--- src/rtl/mf7_frame_accum.sv ---
// mf7_frame_accum: decodes 7-bit minifloat codes {exp[2:0], man[3:0]} back to
// 11-bit unsigned integers and sums them over a frame of FRAME_LEN samples
// (or fewer when in_last closes the frame early). The frame result is held on
// a valid/ready output until accepted; one bubble separates frames.
// Optional feature macro: MF7_ACC_MAX_EN adds out_max (per-frame peak value).
module mf7_frame_accum #(
  parameter int FRAME_LEN = 16,
  parameter int ACC_W     = 16
) (
  input  logic             clk,
  input  logic             rst_n,
  input  logic             in_valid,
  output logic             in_ready,
  input  logic [6:0]       in_code,
  input  logic             in_last,
  output logic             out_valid,
  input  logic             out_ready,
  output logic [ACC_W-1:0] out_sum,
  output logic [8:0]       out_cnt
`ifdef MF7_ACC_MAX_EN
  ,
  output logic [10:0]      out_max
`endif
);

  localparam logic [1:0] IDLE  = 2'd0;
  localparam logic [1:0] ACCUM = 2'd1;
  localparam logic [1:0] HOLD  = 2'd2;

  localparam logic [8:0] FL = 9'(FRAME_LEN);

  logic [1:0]       state_q, state_d;
  logic [ACC_W-1:0] acc_q, acc_d;
  logic [8:0]       cnt_q, cnt_d;
  logic [10:0]      dec_val;
  logic [ACC_W-1:0] dec_ext;
  logic [8:0]       cnt_inc;
  logic             accept;

  // Minifloat decode: denormal range passes the mantissa through, otherwise
  // the implicit leading one is restored and shifted by exp-1.
  always_comb begin
    dec_val = 11'd0;
    if (in_code[6:4] == 3'd0) dec_val = {7'd0, in_code[3:0]};
    else                      dec_val = {6'd0, 1'b1, in_code[3:0]} << (in_code[6:4] - 3'd1);
  end

  assign dec_ext  = ACC_W'(dec_val);
  assign in_ready = (state_q != HOLD);
  assign accept   = in_valid && in_ready;
  assign cnt_inc  = cnt_q + 9'd1;

`ifdef MF7_ACC_MAX_EN
  logic [10:0] max_q, max_d;
`endif

  // Next-state: frame accumulation, early close on in_last, HOLD until handshake.
  always_comb begin
    state_d = state_q;
    acc_d   = acc_q;
    cnt_d   = cnt_q;
`ifdef MF7_ACC_MAX_EN
    max_d   = max_q;
`endif
    case (state_q)
      IDLE: begin
        if (accept) begin
          acc_d   = dec_ext;
          cnt_d   = 9'd1;
`ifdef MF7_ACC_MAX_EN
          max_d   = dec_val;
`endif
          state_d = (in_last || FL == 9'd1) ? HOLD : ACCUM;
        end
      end
      ACCUM: begin
        if (accept) begin
          acc_d = acc_q + dec_ext;
          cnt_d = cnt_inc;
`ifdef MF7_ACC_MAX_EN
          if (dec_val > max_q) max_d = dec_val;
`endif
          if (in_last || cnt_inc == FL) state_d = HOLD;
        end
      end
      HOLD: begin
        if (out_ready) begin
          acc_d   = '0;
          cnt_d   = 9'd0;
`ifdef MF7_ACC_MAX_EN
          max_d   = 11'd0;
`endif
          state_d = IDLE;
        end
      end
      default: begin
        acc_d   = '0;
        cnt_d   = 9'd0;
`ifdef MF7_ACC_MAX_EN
        max_d   = 11'd0;
`endif
        state_d = IDLE;
      end
    endcase
  end

  // State and accumulator registers; reset discards any partial frame.
  always_ff @(posedge clk or negedge rst_n) begin
    if (!rst_n) begin
      state_q <= IDLE;
      acc_q   <= '0;
      cnt_q   <= 9'd0;
    end else begin
      state_q <= state_d;
      acc_q   <= acc_d;
      cnt_q   <= cnt_d;
    end
  end

`ifdef MF7_ACC_MAX_EN
  // Running peak of the decoded values in the current frame.
  always_ff @(posedge clk or negedge rst_n) begin
    if (!rst_n) max_q <= 11'd0;
    else        max_q <= max_d;
  end
  assign out_max = max_q;
`endif

  assign out_valid = (state_q == HOLD);
  assign out_sum   = acc_q;
  assign out_cnt   = cnt_q;

endmodule

--- config.mk ---
export PLATFORM = sky130hd
export DESIGN_NAME = mf7_frame_accum
export DESIGN_NICKNAME = d
export VERILOG_FILES = /design/src/rtl/mf7_frame_accum.sv
export SDC_FILE = /design/constraint.sdc
export NUM_CORES = 1
export LEC_CHECK = 0
export ABC_AREA = 1
export BUFFER_PORTS_ARGS = -buffer_cell sky130_fd_sc_hd__buf_4
export CAP_MARGIN = 20
export CORE_MARGIN = 4
export CORE_UTILIZATION = 52
export CTS_CLUSTER_DIAMETER = 60
export DETAILED_ROUTE_END_ITERATION = 8
export GPL_TIMING_DRIVEN = 0
export PLACE_DENSITY = 0.77
export SYNTH_ARGS = -nofsm -noshare
export SYNTH_HDL_FRONTEND = slang
export SYNTH_SLANG_ARGS = --single-unit
--- constraint.sdc ---
create_clock -name clk -period 1.7 [get_ports clk]
set_input_delay 0.255 -clock clk [delete_from_list [all_inputs] [get_ports clk]]
set_output_delay 0.255 -clock clk [all_outputs]
set_load 0.02 [all_outputs]
# Word level (Yosys, flattened, before mapping)
# Index checks and enable logic that the tools add are counted.
# op_classes
n_addsub,3
eq_ne,8
reduce_logical,6
shifts,1
muxes,15
# ops
operator,count
$mux 16,3
$pmux 16 s3,1
$mux 9,3
$pmux 9 s3,1
$add 16x11->16,1
$mux 11,1
$shl 5x3->11,1
$mux 2,5
$add 9x1->9 const B,1
$eq 9x5->1 const B,1
$ne 2x2->1 const B,4
$pmux 2 s3,1
$reduce_and 4->1,1
$logic_not 3->1,1
$reduce_and 3->1,1
$sub 3x1->3 const B,1
$eq 2x1->1 const B,1
$eq 2x2->1 const B,1
$logic_not 2->1,1
$ne 2x1->1 const B,1
$logic_and 1x1->1,1
$logic_or 1x1->1,1
# word_totals
output_inout_bits,27
in_bits,12
register_bits,27
wordCells,36

# Logic depth before layout (Yosys ltp)
# depth
depth_word,6
depth_mapped,21
mapped_depth_nobuf,20

# Worst setup path after synthesis
# Ideal clock, no wire load.
# synth_timing
kind,input to register
from,in in_code[4]
to,"reg acc_q[14], in the netlist out_sum[14]"
n_path_buf,1
t_required_ps,1583
cell_stages,19
arrival_ps,2438
setup_time_ps,117
setup_slack_ps,-855
cell_sequence,buf_6 inv_1 ha_1 nor2_1 inv_1 nand2_1 nand2_2 o21ai_0 ha_1 inv_1 fa_1 inv_1 nand3_1 nand3_1 nand4_1 nand3_1 nand2_1 nor2_1 nor2_1
# synth_via
elab_chain_len,6
word_cells_on_any_way,7
cone_classes,2 x add/sub; 1 x shift; 3 x mux; 1 x reduce/logical
# synth_lines
element,line_no,rtl
"start, declared",14,"input logic [6:0] in_code,"
$sub 3x1->3,45,"else dec_val = {6'd0, 1'b1, in_code[3:0]} << (in_code[6:4] - 3'd1);"
$shl 5x3->11,45,
$mux 11 (*),44,"if (in_code[6:4] == 3'd0) dec_val = {7'd0, in_code[3:0]};"
$add 16x11->16 (*),78,acc_d = acc_q + dec_ext;
$mux 16 (*),77,if (accept) begin
$pmux 16 s3 (*),65,case (state_q)
"end signal, assigned",111,acc_q <= '0;
"end signal, assigned",115,acc_q <= acc_d;
"end, declared",33,"logic [ACC_W-1:0] acc_q, acc_d;"
# Every way passes the cells marked *; elsewhere a longest branch is shown, timed or not. The select of a mux whose other input is x is not followed.
# A chain may end at the register's enable or synchronous reset.

# Worst setup path after layout
# layout_timing
from,in in_code[4]
to,"reg acc_q[2], in the netlist out_sum[2]"
# layout_via
elab_chain_len,6
word_cells_on_any_way,8
cone_classes,2 x add/sub; 1 x shift; 4 x mux; 1 x reduce/logical
# layout_lines
element,line_no
$sub 3x1->3,45
$shl 5x3->11,45
$mux 11 (*),44
$add 16x11->16,78
$mux 16,77
$pmux 16 s3 (*),65
# Marked as above.

==> summary.txt <==
Placement
  – Placer Congestion: 0.937
  – Placement Cell Area: 0.00277 mm²
  – Port bufs: 38
  – Final HPWL DP: 4780 µm

Floorplanning
  – Die W: 75.4 µm
  – Die Span Y: 75.4 µm
  – Core ar.: 0.00438 mm²
  – Die area: 0.00569 mm²
  – Initial Utilization: 0.539
  – Boundary Pins: 39
  – Row count: 24

STA
  – Final min period: 2.37 ns
  – Slew headroom: 0.635
  – Slew Limit Fails: 0
  – Endpoints failing hold: 0
  – F_max: 421 MHz
  – RSZ-0062 raised after global routing: yes
  – Finish-stage setup viols: 15
  – Final worst path period share: 1.40
  – Worst-Margin Slew: 0.547 ns
  – Final worst slack: -0.674 ns
  – Post-Route Setup TNS: -7.53 ns
  – Max Clock Skew: 0.00201 ns

Power
  – Pleak: 1.70 nW
  – Total power: 4.46 mW
  – Combinational share of power: 0.671
  – Pwr dens: 1320 mW/mm²
  – Net Sw Frac: 0.506
  – Switching power: 2.26 mW
  – VDD IR max: 0.000761 V
  – Reg power frac: 0.242
  – Internal: 2.21 mW
  – Clock Power Share: 0.087

Worst setup path
  – CP Max Fanout: 7
  – CP bufs+invs: 8
  – Flop2flop setup slack: -0.21 ns
  – Critical Path, Cell by Cell: buf_8 > buf_12 > inv_6 > ha_4 > nor2_4 > inv_2 > nand2_2 > nand2_4 > o21ai_4 > ha_4 > inv_2 > fa_2 > buf_4 > buf_6 > buf_6 > xnor2_4 > a21oi_2 > a21oi_1
  – Max incr delay on CP: 0.36 ns
  – Delay-heaviest family, CP: buffers and inverters
  – WS Path Type: in -> reg
  – FF-to-FF Start: out_sum[0]
  – Nature of the critical path startpoint: input pin
  – Arrival time at the worst endpoint: 2.56 ns
  – Worst reg2reg path depth: 9
  – Crit end category: register
  – Worst R2R End: out_sum[2]
  – Slowest CP cell: fa_2
  – CP Data Required Time: 1.88 ns

Final layout
  – Area Growth Syn to Fin: 43.2%
  – Nets: 466
  – # fillers: 324
  – N_diodes: 0
  – Share of cells above drive strength 1: 0.326
  – Design area: 0.00338 mm²

Logic synthesis
  – Most frequent cells after synthesis: 120 x nand2_1, 45 x inv_1, 42 x nor2_1, 31 x nand3_1, 27 x dfrtp_1
  – Cell with the most instances after synthesis: nand2_1
  – Mapped cell area: 0.00236 mm²
  – Asr flop ratio synth: 1.00
  – Gate Count Post-Synth: 368
  – Synth top area share: 0.286
  – Yosys reg bits: 27
  – Synth warn: 0
  – Most used DFF post-synth: dfrtp_1
  – Top cells by area, synth: dfrtp_1 29%, nand2_1 19%, ha_1 8.5%, inv_1 7.2%, nor2_1 6.7%
  – Synth unique cells: 34
  – Number of synthesized flops with an enable pin: 0
  – Sequential fraction of the synthesis area: 0.286
  – Syn avg cell area: 6.42 µm²
  – Synth area leader: dfrtp_1
  – Syn Nets: 397

Global route
  – Vias in the first global route: 2553
  – All-Layer GR Usage: 0.252
  – GRT overflow: 0
  – First-pass GRT wire length: 11200 µm
  – Pin count of the biggest net entering global routing: 28
  – Initial antenna violation count: 0

Route
  – DR pass1 iterations: 5
  – Routed wire per std cell: 16.1 µm
  – Routed via count: 2785
  – Routed vias/inst: 5.71
  – Initial DRC Count: 222
  – Drt total wl: 7840 µm
  – Final ANT Viol Nets: 0
  – Drt drc: 0

Hold path
  – Hold Path Class: in -> reg
  – Hold path depth: 4
  – Hold EP: state_q[1]
  – Worst hold path startpoint: out_ready

Clock network
  – Clock root buffer: clkbuf_8
  – Clk_lat worst skew: 0.28 ns
  – CTS Buffer Depth: 2
  – CTS tree: done
  – H-tree levels: 1
  – Clock-pin slew on the worst setup and hold paths: 0.10 ns
  – Total clock sinks: 27
  – TritonCTS buffer count: 3

Status
  – Run status: finished, violations left
  – Failing checks: setup timing

Job
  – Max cap viols: 0
[stage by stage]
| stage | hold slack, ns | cells | setup slack [ns] | utilization |
|---|---|---|---|---|
| finish | 0.250 | 488 | -0.674 | 0.772 |
| global route | 0.265 | 488 | -0.668 | 0.772 |
| floorplan | -0.0406 | 368 | -0.628 | - |
| global placement | 0.199 | 458 | -1.05 | 0.631 |
| detailed placement | 0.209 | 458 | -1.07 | 0.631 |
| CTS | 0.246 | 476 | -0.442 | 0.699 |
[layer usage]
metal  vias to the layer above  track usage  part of all wire
met2                       128        0.453              0.50
met3                        30       0.0290             0.062
met5                         -            0                 0
li1                       1335            -                 -
met4                         0       0.0621             0.035
met1                      1292        0.320              0.41
[what timing repair did]
item	4_1_cts	5_1_grt
hold endpoints to repair	27	0
endpoints found under the setup margin	15	17
hold buffers	1	0
pin swaps	16	17
gates resized for setup	34	45
buffers inserted	14	12
cloned	0	0
[cells by family after synthesis]
kind of cell,share of synthesized area
AND/OR/NAND/NOR,0.381
flip-flops,0.286
buffers and inverters,0.0943
XOR/XNOR,0.00742
adder cells (fa/ha/maj),0.0932
AO/OA/AOI/OAI,0.138
[worst reg2reg max path: stages (launching register included)]
cell and delay, ns:
dfrtp_1 0.44, ha_4 0.17, inv_2 0.04, fa_2 0.36
buf_4 0.16, buf_6 0.11, buf_6 0.11, xnor2_4 0.13
a21oi_2 0.07, a21oi_1 0.22
[worst max path at each step]
stage / slack, ns / depth (start not counted) / end / startpoint
2_1_floorplan: -0.63 / 19 / out_sum[14] / in_code[4]
3_3_place_gp: -1.05 / 17 / out_sum[14] / in_code[4]
3_5_place_dp: -1.07 / 21 / out_sum[14] / in_code[4]
4_1_cts: -0.44 / 21 / out_sum[14] / in_code[4]
5_1_grt: -0.67 / 18 / out_sum[2] / in_code[4]
6_report: -0.67 / 18 / out_sum[2] / in_code[4]
[layout by cell type, fill, tap and decap left out, drive strengths merged]
cell type and n:
a21boi 1, a21oi 18, a22oi 1, a31oi 2, buf 68, clkbuf 5
dfrtp 27, dlygate4sd3 1, fa 1, ha 16, inv 46, nand2 126
nand3 31, nand3b 3, nand4 4, nor2 45, nor3 2, nor4 1
o211ai 2, o21ai 23, o21bai 1, o22ai 8, o31ai 1, or2 1
xnor2 1, xor2 1
[layout make-up]
type                       count  area, µm²  area share
sequential                    27        676       0.200
clock buffer                   4       45.0      0.0133
multi-input combinational    289       1860       0.549
tap                           52       65.1      0.0192
buffer                         6       56.3      0.0166
inverter                      46        183      0.0540
timing repair buffer          64        502       0.148
[registers in the layout, indices dropped and copies added, names as in the netlist]
name,count
out_sum,16
out_cnt,9
state_q,2
[power by group through the flow]
stage | registers [mW] | clock network [mW] | logic (mW)
floorplan | 1.19 | 0 | 1.43
global placement | 1.04 | 0 | 2.27
detailed placement | 1.04 | 0 | 2.31
CTS | 1.04 | 0.395 | 2.54
global route | 1.11 | 0.424 | 3.27
finish | 1.08 | 0.388 | 3.00
Note: power is estimated with default switching activity, not from simulation.
